File: config.mk
export PLATFORM = sky130hd
export DESIGN_NAME = vga_timing_gen
export DESIGN_NICKNAME = d
export VERILOG_FILES = /design/src/rtl/vga_timing_gen.sv
export SDC_FILE = /design/constraint.sdc
export NUM_CORES = 1
export LEC_CHECK = 0
export CAP_MARGIN = 5
export CORE_AREA = 2 2 77 79
export DETAILED_ROUTE_END_ITERATION = 10
export DIE_AREA = 0 0 79 81
export GPL_ROUTABILITY_DRIVEN = 0
export HOLD_SLACK_MARGIN = 0.1
export MAX_ROUTING_LAYER = met4
export PLACE_DENSITY_LB_ADDON = 0.2
export SETUP_SLACK_MARGIN = 0.1
export SYNTH_ARGS = -nofsm -noshare
export SYNTH_HDL_FRONTEND = slang
export SYNTH_SLANG_ARGS = --single-unit
File: constraint.sdc
create_clock -name clk -period 2.2 [get_ports clk]
set_clock_uncertainty 0.1 [all_clocks]
set_input_delay 0.55 -clock clk [delete_from_list [all_inputs] [get_ports clk]]
set_output_delay 0.55 -clock clk [all_outputs]
set_load 0.05 [all_outputs]
File: src/rtl/vga_timing_gen.sv
// Parametrised VGA timing generator with pixel clock-enable; every output is registered one clk behind the h/v counters.
// Backpressure: lineReq holds until lineAck; a row still unacked at its first pixel is dropped and flags underrun.
module vga_timing_gen #(
  parameter int   H_ACTIVE = 640,
  parameter int   H_FP     = 16,
  parameter int   H_SYNC   = 96,
  parameter int   H_BP     = 48,
  parameter int   V_ACTIVE = 480,
  parameter int   V_FP     = 10,
  parameter int   V_SYNC   = 2,
  parameter int   V_BP     = 33,
  parameter logic H_POL    = 1'b0,
  parameter logic V_POL    = 1'b0,
  parameter int   COL_W    = 10,
  parameter int   ROW_W    = 10
) (
  input  logic             clk,
  input  logic             rst,
  input  logic             pixEn,
  input  logic             enable,
  input  logic             lineAck,
  input  logic             clearUnderrun,
  output logic             hSync,
  output logic             vSync,
  output logic [COL_W-1:0] column,
  output logic [ROW_W-1:0] row,
  output logic             displayActive,
  output logic             frameStart,
  output logic             lineReq,
  output logic [ROW_W-1:0] lineRow,
  output logic             underrun
);

  localparam int HT = H_ACTIVE + H_FP + H_SYNC + H_BP;
  localparam int VT = V_ACTIVE + V_FP + V_SYNC + V_BP;

  localparam logic [COL_W-1:0] H_LAST   = COL_W'(HT - 1);
  localparam logic [COL_W-1:0] H_ACT    = COL_W'(H_ACTIVE);
  localparam logic [COL_W-1:0] H_REQ_AT = COL_W'(H_ACTIVE - 1);
  localparam logic [COL_W-1:0] HS_BEG   = COL_W'(H_ACTIVE + H_FP);
  localparam logic [COL_W-1:0] HS_END   = COL_W'(H_ACTIVE + H_FP + H_SYNC);
  localparam logic [ROW_W-1:0] V_LAST   = ROW_W'(VT - 1);
  localparam logic [ROW_W-1:0] V_ACT    = ROW_W'(V_ACTIVE);
  localparam logic [ROW_W-1:0] VS_BEG   = ROW_W'(V_ACTIVE + V_FP);
  localparam logic [ROW_W-1:0] VS_END   = ROW_W'(V_ACTIVE + V_FP + V_SYNC);

  typedef enum logic {IDLE, REQ} pf_state_t;

  pf_state_t        state, state_nxt;
  logic [COL_W-1:0] h;
  logic [ROW_W-1:0] v, v_nxt, row_nxt;
  logic             h_wrap, v_wrap, step, req_fire, abandon, und_nxt;
  logic             active, hs_on, vs_on;
  logic             origin_new;

  always_comb begin
    h_wrap   = (h == H_LAST);
    v_wrap   = (v == V_LAST);
    v_nxt    = v_wrap ? '0 : v + 1'b1;
    step     = enable & pixEn;
    active   = (h < H_ACT) && (v < V_ACT);
    hs_on    = (h >= HS_BEG) && (h < HS_END);
    vs_on    = (v >= VS_BEG) && (v < VS_END);
    // Request the next line as the counters leave the active part of this one.
    req_fire = step && (h == H_REQ_AT) && (v_nxt < V_ACT);
  end

  always_comb begin
    state_nxt = state;
    row_nxt   = lineRow;
    abandon   = 1'b0;
    if (!enable) begin
      state_nxt = IDLE;
    end else begin
      case (state)
        IDLE: begin
          if (req_fire) begin
            state_nxt = REQ;
            row_nxt   = v_nxt;
          end
        end
        REQ: begin
          // An ack arriving on the abandon edge still counts as in time.
          if (lineAck) begin
            state_nxt = IDLE;
          end else if (step && h_wrap && (v_nxt == lineRow)) begin
            state_nxt = IDLE;
            abandon   = 1'b1;
          end
        end
        default: state_nxt = IDLE;
      endcase
    end
    und_nxt = abandon ? 1'b1 : (clearUnderrun ? 1'b0 : underrun);
  end

  assign lineReq = (state == REQ);

  always_ff @(posedge clk) begin
    if (!rst) begin
      state         <= IDLE;
      lineRow       <= '0;
      underrun      <= 1'b0;
      h             <= '0;
      v             <= '0;
      origin_new    <= 1'b1;
      hSync         <= ~H_POL;
      vSync         <= ~V_POL;
      displayActive <= 1'b0;
      column        <= '0;
      row           <= '0;
      frameStart    <= 1'b0;
    end else begin
      state    <= state_nxt;
      lineRow  <= row_nxt;
      underrun <= und_nxt;
      if (!enable) begin
        h             <= '0;
        v             <= '0;
        origin_new    <= 1'b1;
        hSync         <= ~H_POL;
        vSync         <= ~V_POL;
        displayActive <= 1'b0;
        column        <= '0;
        row           <= '0;
        frameStart    <= 1'b0;
      end else begin
        if (pixEn) begin
          h <= h_wrap ? '0 : h + 1'b1;
          if (h_wrap) v <= v_nxt;
        end
        // origin_new marks the first clk spent at (0,0), so frameStart fires once per frame.
        origin_new    <= pixEn && h_wrap && v_wrap;
        hSync         <= hs_on ? H_POL : ~H_POL;
        vSync         <= vs_on ? V_POL : ~V_POL;
        displayActive <= active;
        column        <= active ? h : '0;
        row           <= active ? v : '0;
        frameStart    <= origin_new;
      end
    end
  end

endmodule

# After elaboration in Yosys (flattened, before gate mapping)
# Index checks and enable logic that the tools add are counted.
[word_totals]
wordCells = 55
input_bits = 6
regBits = 57
out_inout_bits = 36
[op_classes]
n_bitwise = 2
n_lt_le_gt_ge = 7
muxes = 14
n_addsub = 2
n_eq_ne = 4
reduce_logical = 14
[ops]
columns = ["operator", "n"]
rows = [
  ["equality test 10 bit (second input constant)", 3],
  ["< comparator 10 x 9 -> 1 bit (second input constant)", 3],
  ["adder 10 x 1 -> 10 bit (second input constant)", 2],
  ["< comparator 10 bit (second input constant)", 2],
  ["two-way mux 10 bit", 2],
  ["two-way mux 1 bit", 11],
  ["equality test 10 bit", 1],
  ["greater-or-equal comparator 10 bit (second input constant)", 1],
  ["greater-or-equal comparator 10 x 9 -> 1 bit (second input constant)", 1],
  ["logical AND 1 bit", 9],
  ["AND reduction 3 bit", 2],
  ["AND reduction 2 bit", 2],
  ["case mux 1 bit (2 select lines)", 1],
  ["nonzero test 2 bit", 1],
  ["bitwise AND 1 bit", 1],
  ["inverter 1 bit", 1],
]

# Logic depth before layout (Yosys ltp)
# Gate-level depths: netlist of run 1.
[depth]
ltp_word = 9
depth_mapped = 11
ltp_nobuf = 8

# Worst setup path before layout of run 1
# Ideal clock, no wire load.
[synth_path]
path_kind = "flip-flop to flip-flop"
from = "register v[0]"
to = "register underrun"
period_less_slack_ns = 2.170
setup_ns = 0.069
arrival_ns = 2.002
required_ns = 2.031
path_stages_with_launch = 11
path_buffers = 2
setup_slack_ns = 0.030
path_cell_list = "dfxtp_1 -> buf_2 -> inv_1 -> ha_1 -> nor4b_4 -> and4_4 -> buf_2 -> a211oi_1 -> o2111ai_1 -> or4_1 -> o21ai_1"
[synth_via]
elab_chain_cells = 9
elab_cells_between_ends = 11
cone_classes = "add/sub: 1; eq/ne: 2; mux: 6; reduce/logical: 2"
[synth_lines]
columns = ["item", "line", "source"]
rows = [
  ["start, declared", "51", "logic [ROW_W-1:0] v, v_nxt, row_nxt;"],
  ["start signal, assigned", "130", "if (h_wrap) v <= v_nxt;"],
  ["adder 10 x 1 -> 10 bit or equality test 10 bit (tied branches)", "59, 58", ""],
  ["two-way mux 10 bit (*)", "59", "v_nxt = v_wrap ? '0 : v + 1'b1;"],
  ["equality test 10 bit (*)", "86", "end else if (step && h_wrap && (v_nxt == lineRow)) begin"],
  ["logical AND 1 bit (*)", "86", ""],
  ["two-way mux 1 bit (*)", "86", ""],
  ["two-way mux 1 bit (*)", "84", "if (lineAck) begin"],
  ["two-way mux 1 bit (*)", "75", "case (state)"],
  ["two-way mux 1 bit (*)", "72", "if (!enable) begin"],
  ["two-way mux 1 bit or nonzero test 2 bit (tied branches)", "-", ""],
  ["end signal, assigned", "116", "underrun <= und_nxt;"],
  ["end, declared", "31", "output logic underrun"],
]
# Mark *: on every way between the ends. The rest lies on a longest branch, timed or not.
# A chain may end at the register's enable or synchronous reset.

# Worst setup path in the final report of run 1
[layout_path]
from = "register v[1]"
to = "register underrun"
# The elaborated chain is that of the path after synthesis.

==> results of run 1 <==
[power by group]
part           internal [mW]  total, mW  switching, mW
clock network          0.469      0.851          0.382
logic                 0.0262     0.0644         0.0382
registers               1.04       1.04        0.00167
total                   1.53       1.95          0.422
[flip-flops by register name (all words and copies together), names as in the netlist]
name	flops
v	10
lineReq	1
underrun	1
column	10
h	10
row	10
vSync	1
displayActive	1
origin_new	1
hSync	1
frameStart	1
lineRow	10
[final cells by class]
cell class	count	area (um^2)	share of cell area, %
Multi-Input combinational cell	208	1410	38.2
Sequential cell	57	1150	31.2
Timing Repair Buffer	90	831	22.5
Tap cell	75	93.8	2.54
Clock buffer	14	163	4.40
Inverter	7	31.3	0.846
Clock inverter	2	12.5	0.338
[through the flow]
stage	hold WS, ps	setup WS (ps)
after floorplan	344	111
after detailed placement	386	-349
after global placement	379	-304
after CTS	396	26.6
final	390	-27.1
after global routing	406	-55.2
[critical path: stages, from the launching register on]
cell and delay (ps):
dfxtp_4 360, buf_4 140, and4_1 210, and3_1 200
xnor2_1 310, o2111ai_1 170, or4_1 490, o21ai_1 160
[metal layers]
metal  part of all wire (%)  vias to the layer above
met5                      0                        -
met3                    5.9                       17
met4                    3.0                        0
li1                       -                     1168
met2                     44                       82
met1                     47                     1054
[kinds of logic after synthesis]
| group | count (synthesis) | synth area share (%) |
|---|---|---|
| AOI/OAI and AO/OA | 39 | 9.73 |
| xor gates and xnor gates | 19 | 6.90 |
| other | 1 | 0.144 |
| muxes | 8 | 3.07 |
| buffers and inverters | 25 | 5.13 |
| and+or+nand+nor | 137 | 29.4 |
| DFF | 57 | 43.7 |
| adders and majority gates | 4 | 1.92 |
[placed cells by master, fill, tap and decap left out, types with 9 or more instances in the layout]
| cell | netlist | routed |
|---|---|---|
| a21oi_1 | 10 | 10 |
| and2_1 | 23 | 23 |
| buf_4 | 3 | 57 |
| clkbuf_8 | 0 | 11 |
| dfxtp_1 | 57 | 51 |
| dlymetal6s2s_1 | 0 | 18 |
| nand2_1 | 29 | 25 |
| nor2_1 | 24 | 24 |
| o21ai_0 | 11 | 9 |
| xor2_1 | 11 | 11 |
[what timing repair did]
item	4_1_cts	5_1_grt
buffers inserted	5	3
pin swaps	8	4
cloned	1	0
setup endpoints to repair	16	30
gates resized for setup	28	29
hold buffers	0	0
[worst min path at each step]
stage | start | end
floorplan | origin_new$_SDFF_PN1_ | frameStart$_SDFF_PN0_
global placement | origin_new$_SDFF_PN1_ | frameStart$_SDFF_PN0_
detailed placement | origin_new$_SDFF_PN1_ | frameStart$_SDFF_PN0_
CTS | origin_new$_SDFF_PN1_ | frameStart$_SDFF_PN0_
global route | origin_new$_SDFF_PN1_ | frameStart$_SDFF_PN0_
finish | origin_new$_SDFF_PN1_ | frameStart$_SDFF_PN0_
==> results summary, run 1 <==
For the worst setup path, the data required time is 2360 ps. The synthesized instance count is 290. The number of iterations in the first detailed-routing pass is 4. The half-perimeter wire length after detailed placement came out at 4.30 mm. In this run the worst hold path is classified as register to register. The worst register-to-register path ends at underrun$_SDFFE_PN0P_. During placement, the flow inserted port buffers numbering 41. The area share of the largest cell type after synthesis came out at 43.7%. The number of clock buffers added by TritonCTS is 9. Counting instances, the worst hold path has a depth of 1. The area of the core region is 5680 um^2.

The static leakage came out at 1.77 nW. Counting I/O delays and the setup requirement, the final critical path takes 2230 ps. Excluding fillers, the count of instances in the completed layout stands at 453. The fraction of final layout cells with drive strength greater than 1 is 26.7%.

The final clock period utilization by the worst path is 101%. The via count of the first global-routing pass is 2,109. After detailed routing, the average wire length per cell comes to 14.1 um. The die is 81 um tall.

The met2 demand-to-capacity share in global routing is 31.0%. The synthesized design contains 0 enable-type register cells. The signed area change from the synthesized netlist to the final layout is 41.6%.

The fmax is 449 MHz. In this run the count of I/O pins placed on the die edge is 42. Overall power consumption after layout is estimated at 1.95 mW. The average cell area after synthesis came out at 9.00 um^2. The initial core utilization is 46.0%. The number of cells on the worst reg-to-reg path is 7. The via total after detailed routing came out at 2,321. The async set-reset flop share out of synthesis came out at 0%. The worst setup path is launched from a register. The final count of pins violating max slew came out at 0. The post-route core utilization is 65.2%. The max-capacitance violation count is 0.

For this run, the leading register cell type out of synthesis is dfxtp_1. At the pin with the least slew margin, the transition time is 501 ps. In the post-synthesis netlist, the cell with the most instances is dfxtp_1. The total DRC errors in the routed layout is 0. For met1 alone, demand over resource in global routing was 28.1%.

The cell sitting at the root of the clock tree is a clkbuf_8. After synthesis, the most frequently instantiated cells are 57 x dfxtp_1, 29 x nand2_1, 24 x nor2_1. The worst register-to-register path begins at v[1]$_SDFFE_PN0P_. After detailed routing, the number of vias per cell comes to 5.12. Clock latency on the worst-skew pair, taken at its later pin, is 340 ps. The run finished, with violations left. The register-to-register setup slack is -30 ps. Counting distinct cell types in the post-synthesis netlist gives 47.

The worst setup path is captured at a register. The synthesis warning total is 0. The cell area after placement came out at 3300 um^2. The TritonCTS clock tree is done. Ranked by total cell area, the synthesized netlist is headed by dfxtp_1 44%, and2_1 5.5%, nand2_1 4.2%. The final net count came out at 383.

The die span in x is 79 um. The net count of the mapped netlist came out at 300. The peak supply drop came out at 0.000307 V. The antenna diode count came out at 0. The largest net degree at the start of global routing came out at 21. The layer flagged by global routing as most heavily used is met2. The number of nets still failing antenna checks after routing came out at 0. The worst setup margin came out at -27.1 ps. The global routing usage summed across all routing layers is 21.9%.

The area enclosed by the die boundary came out at 6400 um^2. The initial detailed-routing violation count is 161. CTS built an H-tree with a depth of 3. The number of clock sinks is 57. The number of standard-cell rows in the floorplan is 28. The count of endpoints failing setup in the final report came out at 1.

The number of antenna violations at the first check in global routing came out at 0. The critical path launch point is v[1]$_SDFFE_PN0P_. Setup repair after global routing could not meet its margin everywhere. The synthesized netlist occupies a cell area of 2610 um^2. The number of buffers on the longest clock path is 2. The post-route cell area came out at 3700 um^2. The aggregate global routing overflow is 0.

The total routed wirelength is 6.39 mm. The relative slew slack came out at 66.6%. The highest fanout seen on the critical path came out at 4. The aggregate negative setup slack came out at -27.1 ps. The setup path with the least slack is of type register to register. The routing usage on met3 came out at 4.78%. The final reports fail on setup timing.

The final number of hold-violating endpoints is 0. The fill cell instance count of the final layout came out at 477. Summed over all instances, the cell type with the most area after synthesis is dfxtp_1. The data arrival time of the critical path is 2390 ps. Sequential cells were found to cover 43.7% of the synthesized design area. The clock edge transition at the registers on the reported setup and hold paths came out at 60 ps. The synthesized design contains 57 register bits. The power density normalized to cell area came out at 528 nW/um^2. The critical path ends at underrun$_SDFFE_PN0P_.

The first-pass GRT wire length came out at 10.2 mm. The cell total after placement came out at 428.
(Power assumes the default switching activity.)
==> run 2: changes to the inputs <==
--- a/config.mk
+++ b/config.mk
@@ -7,6 +7,7 @@
 export LEC_CHECK = 0
 export CAP_MARGIN = 5
 export CORE_AREA = 2 2 77 79
+export CTS_CLUSTER_DIAMETER = 50
 export DETAILED_ROUTE_END_ITERATION = 10
 export DIE_AREA = 0 0 79 81
 export GPL_ROUTABILITY_DRIVEN = 0
==> results of run 2 <==
The final DEF is identical to that of run 1; final timing and power are the same.
